### config.mk
export PLATFORM = sky130hd
export DESIGN_NAME = picc_tx_scheduler
export DESIGN_NICKNAME = d
export VERILOG_FILES = /design/src/rtl/picc_tx_scheduler.sv
export SDC_FILE = /design/constraint.sdc
export NUM_CORES = 1
export LEC_CHECK = 0
export CAP_MARGIN = 20
export CORE_MARGIN = 5
export CORE_UTILIZATION = 50
export CTS_CLUSTER_SIZE = 28
export DETAILED_ROUTE_END_ITERATION = 10
export PLACE_DENSITY = 0.78
export RECOVER_POWER = 100
export SYNTH_ARGS = -nofsm -noshare
export SYNTH_HDL_FRONTEND = slang
export SYNTH_SLANG_ARGS = --single-unit
### constraint.sdc
create_clock -name s00_axis_aclk -period 5.9 [get_ports s00_axis_aclk]
set_clock_uncertainty 0.1 [all_clocks]
set_input_delay 1.18 -clock s00_axis_aclk [delete_from_list [all_inputs] [get_ports s00_axis_aclk]]
set_output_delay 1.18 -clock s00_axis_aclk [all_outputs]
set_load 0.005 [all_outputs]
### src/rtl/picc_tx_scheduler.sv
// Frame scheduler for a PICC transmitter: assembles up to 5 stream bytes per frame,
// buffers one pending frame, then triggers the transmitter and enforces done-timeout and guard time.
//
//  state     | meaning
//  IDLE      | waiting for a pending frame; loads transmit registers
//  TRIG      | issuing the one-cycle trigger once the transmitter is not busy
//  WAIT_DONE | waiting for done pulse or timeout
//  GUARD     | idle gap between frames, done pulses ignored
module picc_tx_scheduler #(
    parameter int GUARD_CYCLES   = 1024,
    parameter int TIMEOUT_CYCLES = 1048576
) (
    input  logic        s00_axis_aclk,
    input  logic        s00_axis_aresetn,
    input  logic        s00_axis_tvalid,
    input  logic [7:0]  s00_axis_tdata,
    input  logic        s00_axis_tlast,
    output logic        s00_axis_tready,
    output logic [39:0] picc_data_out,
    output logic [2:0]  picc_num_bytes_out,
    output logic        picc_trigger_out,
    input  logic        picc_busy_in,
    input  logic        picc_done_in,
    output logic        tx_active,
    output logic [15:0] frames_sent,
    output logic        err_overlen,
    output logic        err_timeout,
    input  logic        err_clear
);

    localparam int GW = $clog2(GUARD_CYCLES + 1);
    localparam int TW = $clog2(TIMEOUT_CYCLES + 1);
    localparam logic [GW-1:0] GUARD_LOAD   = GW'(GUARD_CYCLES - 1);
    localparam logic [TW-1:0] TIMEOUT_LOAD = TW'(TIMEOUT_CYCLES - 1);

    typedef enum logic [1:0] {IDLE, TRIG, WAIT_DONE, GUARD} state_t;
    state_t state, state_next;

    logic          ready_en;
    logic          asm_full;
    logic          asm_drop;
    logic [39:0]   asm_data;
    logic [2:0]    asm_cnt;
    logic          pend_valid;
    logic [39:0]   pend_data;
    logic [2:0]    pend_num;
    logic [TW-1:0] tmo_cnt;
    logic [GW-1:0] grd_cnt;
    logic          beat;
    logic          move;
    logic          overlen_hit;
    logic          load_tx;
    logic          fire;
    logic          done_ok;
    logic          tmo_hit;

    // ready_en holds tready low until the first edge after reset release
    assign s00_axis_tready  = ready_en & ~asm_full;
    assign beat             = s00_axis_tvalid & s00_axis_tready;
    assign move             = asm_full & ~pend_valid;
    assign overlen_hit      = beat & ~asm_drop & (asm_cnt == 3'd5);
    assign picc_trigger_out = fire;
    assign tx_active        = (state != IDLE);

    always_ff @(posedge s00_axis_aclk or negedge s00_axis_aresetn) begin
        if (!s00_axis_aresetn) begin
            ready_en <= 1'b0;
            asm_full <= 1'b0;
            asm_drop <= 1'b0;
            asm_data <= '0;
            asm_cnt  <= '0;
        end else begin
            ready_en <= 1'b1;
            if (move) begin
                asm_full <= 1'b0;
                asm_data <= '0;
                asm_cnt  <= '0;
            end else if (beat) begin
                if (asm_drop) begin
                    if (s00_axis_tlast) asm_drop <= 1'b0;
                end else if (asm_cnt == 3'd5) begin
                    asm_data <= '0;
                    asm_cnt  <= '0;
                    asm_drop <= ~s00_axis_tlast;
                end else begin
                    for (int k = 0; k < 5; k++) begin
                        if (asm_cnt == 3'(k)) asm_data[8*k +: 8] <= s00_axis_tdata;
                    end
                    asm_cnt <= asm_cnt + 3'd1;
                    if (s00_axis_tlast) asm_full <= 1'b1;
                end
            end
        end
    end

    always_ff @(posedge s00_axis_aclk or negedge s00_axis_aresetn) begin
        if (!s00_axis_aresetn) begin
            pend_valid <= 1'b0;
            pend_data  <= '0;
            pend_num   <= '0;
        end else if (move) begin
            pend_valid <= 1'b1;
            pend_data  <= asm_data;
            pend_num   <= asm_cnt;
        end else if (load_tx) begin
            pend_valid <= 1'b0;
        end
    end

    always_ff @(posedge s00_axis_aclk or negedge s00_axis_aresetn) begin
        if (!s00_axis_aresetn) state <= IDLE;
        else                   state <= state_next;
    end

    always_comb begin
        state_next = state;
        load_tx    = 1'b0;
        fire       = 1'b0;
        done_ok    = 1'b0;
        tmo_hit    = 1'b0;
        case (state)
            IDLE: begin
                if (pend_valid) begin
                    load_tx    = 1'b1;
                    state_next = TRIG;
                end
            end
            TRIG: begin
                if (!picc_busy_in) begin
                    fire       = 1'b1;
                    state_next = WAIT_DONE;
                end
            end
            WAIT_DONE: begin
                if (picc_done_in) begin
                    done_ok    = 1'b1;
                    state_next = GUARD;
                end else if (tmo_cnt == '0) begin
                    tmo_hit    = 1'b1;
                    state_next = GUARD;
                end
            end
            GUARD: begin
                if (grd_cnt == '0) state_next = IDLE;
            end
            default: state_next = IDLE;
        endcase
    end

    always_ff @(posedge s00_axis_aclk or negedge s00_axis_aresetn) begin
        if (!s00_axis_aresetn) begin
            tmo_cnt            <= '0;
            grd_cnt            <= '0;
            picc_data_out      <= '0;
            picc_num_bytes_out <= '0;
            frames_sent        <= '0;
            err_overlen        <= 1'b0;
            err_timeout        <= 1'b0;
        end else begin
            if (fire)
                tmo_cnt <= TIMEOUT_LOAD;
            else if (state == WAIT_DONE && tmo_cnt != '0)
                tmo_cnt <= tmo_cnt - TW'(1);

            if (done_ok || tmo_hit)
                grd_cnt <= GUARD_LOAD;
            else if (state == GUARD && grd_cnt != '0)
                grd_cnt <= grd_cnt - GW'(1);

            if (load_tx) begin
                picc_data_out      <= pend_data;
                picc_num_bytes_out <= pend_num;
            end

            if (done_ok) frames_sent <= frames_sent + 16'd1;

            // a set in the same cycle as a clear wins
            err_overlen <= overlen_hit | (err_overlen & ~err_clear);
            err_timeout <= tmo_hit     | (err_timeout & ~err_clear);
        end
    end

endmodule

---- Yosys cells after proc, flatten, opt, wreduce, memory -nomap -nowiden ----
Cells that the tools add are included.
storage, ports and cells
  register bits ........................... 185
  bits of input ports ..................... 15
  output and inout port bits .............. 64
  logic and storage cells ................. 124
operators by class
  add/sub/neg operators ................... 4
  eq/ne operators ......................... 14
  mux-type cells .......................... 42
  bitwise gates (word level) .............. 15
  reductions and logical operators ........ 29
operators with widths
  cell                                                                   count
  40-bit two-way mux                                                     4
  21-bit two-way mux                                                     2
  8-bit two-way mux                                                      5
  11-bit two-way mux                                                     2
  21-bit zero test                                                       1
  21-bit nonzero test                                                    1
  21-bit by 1-bit subtractor with 21-bit output (second input constant)  1
  1-bit two-way mux                                                      19
  16-bit by 1-bit adder with 16-bit output (second input constant)       1
  3-bit AND reduction                                                    5
  3-bit nonzero test                                                     5
  3-bit two-way mux                                                      4
  2-bit nonzero test                                                     6
  11-bit zero test                                                       1
  11-bit nonzero test                                                    1
  11-bit by 1-bit subtractor with 11-bit output (second input constant)  1
  2-bit two-way mux                                                      5
  2-bit inequality test (second input constant)                          4
  2-bit case mux with 4 select lines                                     1
  4-bit AND reduction                                                    2
  1-bit bitwise AND                                                      7
  3-bit by 2-bit == test with 1-bit output (second input constant)       2
  3-bit == test (second input constant)                                  2
  1-bit inverter                                                         6
  other kinds (12)                                                       16

---- Longest topological paths before layout ----
  depth after elaboration ................. 6
  depth in mapped cells ................... 9
  gate-level depth less buffers ........... 7

---- Worst setup path before layout ----
No wires, ideal clock.
  path kind ............................... input to output
  from .................................... input picc_busy_in
  to ...................................... output picc_trigger_out
  arrival time ............................ 1455 ps
  required time ........................... 4620 ps
  slack ................................... 3165 ps
  stages .................................. 2
  path buffers ............................ 0
  path through ............................ nand2b_1 > inv_1
on the way
  word-level cells in the longest chain between the ends .. 2
RTL lines
  element             line  text
  start: declaration  22    input logic picc_busy_in,
  1-bit two-way mux   129   if (!picc_busy_in) begin
  1-bit two-way mux   121   case (state)
  end: declaration    21    output logic picc_trigger_out,
Every way passes these cells.

---- Worst setup path after layout ----
Ends and elaborated chain as after synthesis.

==> impl_results.md <==
- Status: complete, but fails checks
- Failing checks: capacitance limit, slew limit
- Gr busiest metal: met2
- H-tree depth: 4
- Largest net degree at the start of global routing: 90
- Average size of a mapped cell: 10.9 µm²
- Die W: 135 µm
- Seq cells post-synth: 185
- Routability cong.: 0.805
- Initial antenna violation count: 1
- Count of final setup violators: 0
- Post-detail-place hpwl: between 10 and 15 mm
- Final Hold Vio Count: 0
- Fin crit share: around three quarters
- # rows: 45
- DRT iter0 DRCs: 312
- Port Buffers: 78
- Met3 Use GR: 3.99%
- Total gr overflow: 0
- Post-Route Setup TNS: 0 ns
- CP Class: in2out
- Final cell count without fillers: 988
- Post-route DRC violation count: 0
- Fmax: 221 MHz
- Crit path cell chain: dlygate4sd3_1, nand2b_1, inv_1, dlygate4sd3_1
- Clock latency at the later pin of the worst-skew pair: 0.42 ns
- Drt total wl: 15.9 mm
- Core area: 0.0152 mm²
- Finished Cell Area: 0.00930 mm²
- Worst-Margin Slew: around 2.6 ns
- Post-synth ARST share: 100%
- Die area: 0.0181 mm²
- Seq/Total Area, Yosys: 59.6%
- # resized after CTS: 0
- First-pass GRT wire length: 27.1 mm
- Fin. max-slew vios: 201
- Main synth FF type: dfrtp_1
- Critical Path Slowest Stage Cell: dlygate4sd3_1
- CP dominant cell by count: dlygate4sd3_1
- Layout cell share with drive strength beyond 1: between 10 and 15%
- Cells after DPL: 954
- Post-synth EDFFs: 0
- Crit path time final: 4.53 ns
- Vias in the first global route: 5509
- Die span in y: 135 µm
- Post-CTS Setup Inserts: 0
- Pre-Repair DR Iteration Count: 5
- R2r startpoint: pend_valid$_DFFE_PN0P_
- Most frequent cells in the layout: nand2_1, dfrtp_1, dlygate4sd3_1
- Hold Crit Start: frames_sent[15]$_DFFE_PN0P_
- Type of the most critical hold path: reg2reg
- Starting Density: slightly above 50%
- Tot GR Track Use: between 15 and 20%
- CTS Root Buffer Type: clkbuf_16
- Met1 Resource Use GR: 24.0%
- Synthesized cell area: around 0.0078 mm²
- WL/cell: 16.1 µm
- Synth Instances: ~710
- Hold Buf Count CTS: 0
- Syn Nets: 737
- CP Data Arrival Time: 3.25 ns
- Final antenna-violating net count: 0
- # clock sinks: 185
- Antenna cell count: 0
- Crit path from: picc_busy_in
- Pwr Density: 465 mW/mm²
- Leak Pwr: 4.32 nW
- Via count: 5412
- Peak supply drop: around 0.24 mV
- Max Cap Viol: 4
- Crit Path Max Fanout: 21
- Slew headroom: -71.8%
- CTS buffer count: 17
- Netlist cell types: 56
- Critical path data required time: 4.62 ns
- CP startpoint kind: input pin
- Clock Tree Buf Depth: 2
- CTS tree: done
- P&R area growth vs syn: 19.7%
- I/O pin total: 79
- Worst path max stage delay: ~0.65 ns
- Clk slew on worst S/H paths: ~0.060 ns
- DP Area: 0.00871 mm²
- RSZ-0062 raised after global routing: false
- Critical Path Sink Type: output pin
- Fin nets: 812
- Met2 Usage GRT: 30.4%
- DR vias/cell: between 5 and 6
- Commonest non-fill, non-tap cell in the layout: nand2_1
- Synth warn: 0
==> registers in the layout (all words and copies together), names as in the netlist, 3 cells and up <==
name,count
picc_num_bytes_out,3
frames_sent,16
picc_data_out,40
pend_data,40
asm_data,40
grd_cnt,11
pend_num,3
tmo_cnt,21
asm_cnt,3
==> cells in the mapped netlist (9+ instances only) <==
cell type,count,area [µm²]
a21oi_1,16,80.1
and3_1,10,62.6
clkbuf_1,20,75.1
dfrtp_1,185,4630
ha_1,10,125
inv_1,12,45.0
mux2_2,60,676
nand2_1,201,754
nand3_1,27,135
nor2_1,18,67.6
nor3_1,9,45.0
o21ai_0,27,135
xnor2_1,16,140
xor2_1,16,140
==> cells by family after synthesis <==
group                      Yosys count  synth area share, %
AOI/OAI and AO/OA                   67                 5.59
xor gates and xnor gates            32                 3.61
adders and majority gates           10                 1.61
buffers and inverters               38                 1.87
DFF                                185                 59.6
muxes                               61                 8.89
other                                1               0.0483
and+or+nand+nor                    318                 18.8
==> layer usage <==
layer	up-vias	wire length, µm	share of wire, %
met5	-	11	0.069
met4	2	293	1.8
met3	26	612	3.8
met2	109	7960	50
met1	2704	7050	44
li1	2571	-	-
==> where the power goes <==
part           internal [W]  switching [W]
Clock              0.000693       0.000464
Combinational      0.000616       0.000568
Sequential          0.00171       0.000277
==> path summary, 6_finish.rpt <==
kind	to	slack (ns)	cells after the start
worst max-delay path	picc_trigger_out	1.37	4
worst min-delay path	frames_sent[15]$_DFFE_PN0P_	0.37	1
worst max register to register	asm_data[16]$_DFFE_PN0P_	2.50	3
worst min register to register	frames_sent[15]$_DFFE_PN0P_	0.37	1
max in group asynchronous	pend_data[10]$_DFFE_PN0P_	2.07	2
min in group asynchronous	tmo_cnt[16]$_DFFE_PN0P_	0.71	1
==> stage by stage <==
stage	hold slack [ns]	utilization [%]	setup WS (ns)	power (W)
2_1_floorplan	0.335	-	3.17	0.00269
3_3_place_gp	0.360	57.3	1.66	0.00318
3_5_place_dp	0.357	57.3	1.59	0.00326
4_1_cts	0.372	61.3	1.59	0.00443
5_1_grt	0.390	61.2	1.23	0.00460
6_report	0.368	61.2	1.37	0.00432
==> critical path: cells and delay by family <==
kind          cells  cell delay (ns)
simple gates      1             0.62
buf+inv           3             1.44
==> layout make-up <==
type                       count  area [µm²]
multi-input combinational    489        2970
fill                        1204        5900
sequential                   185        4630
tap                          188         235
inverter                      12        45.0
clock buffer                  22         464
clock inverter                10         140
timing repair buffer          82         821
Note: power is estimated with default switching activity, not from simulation.
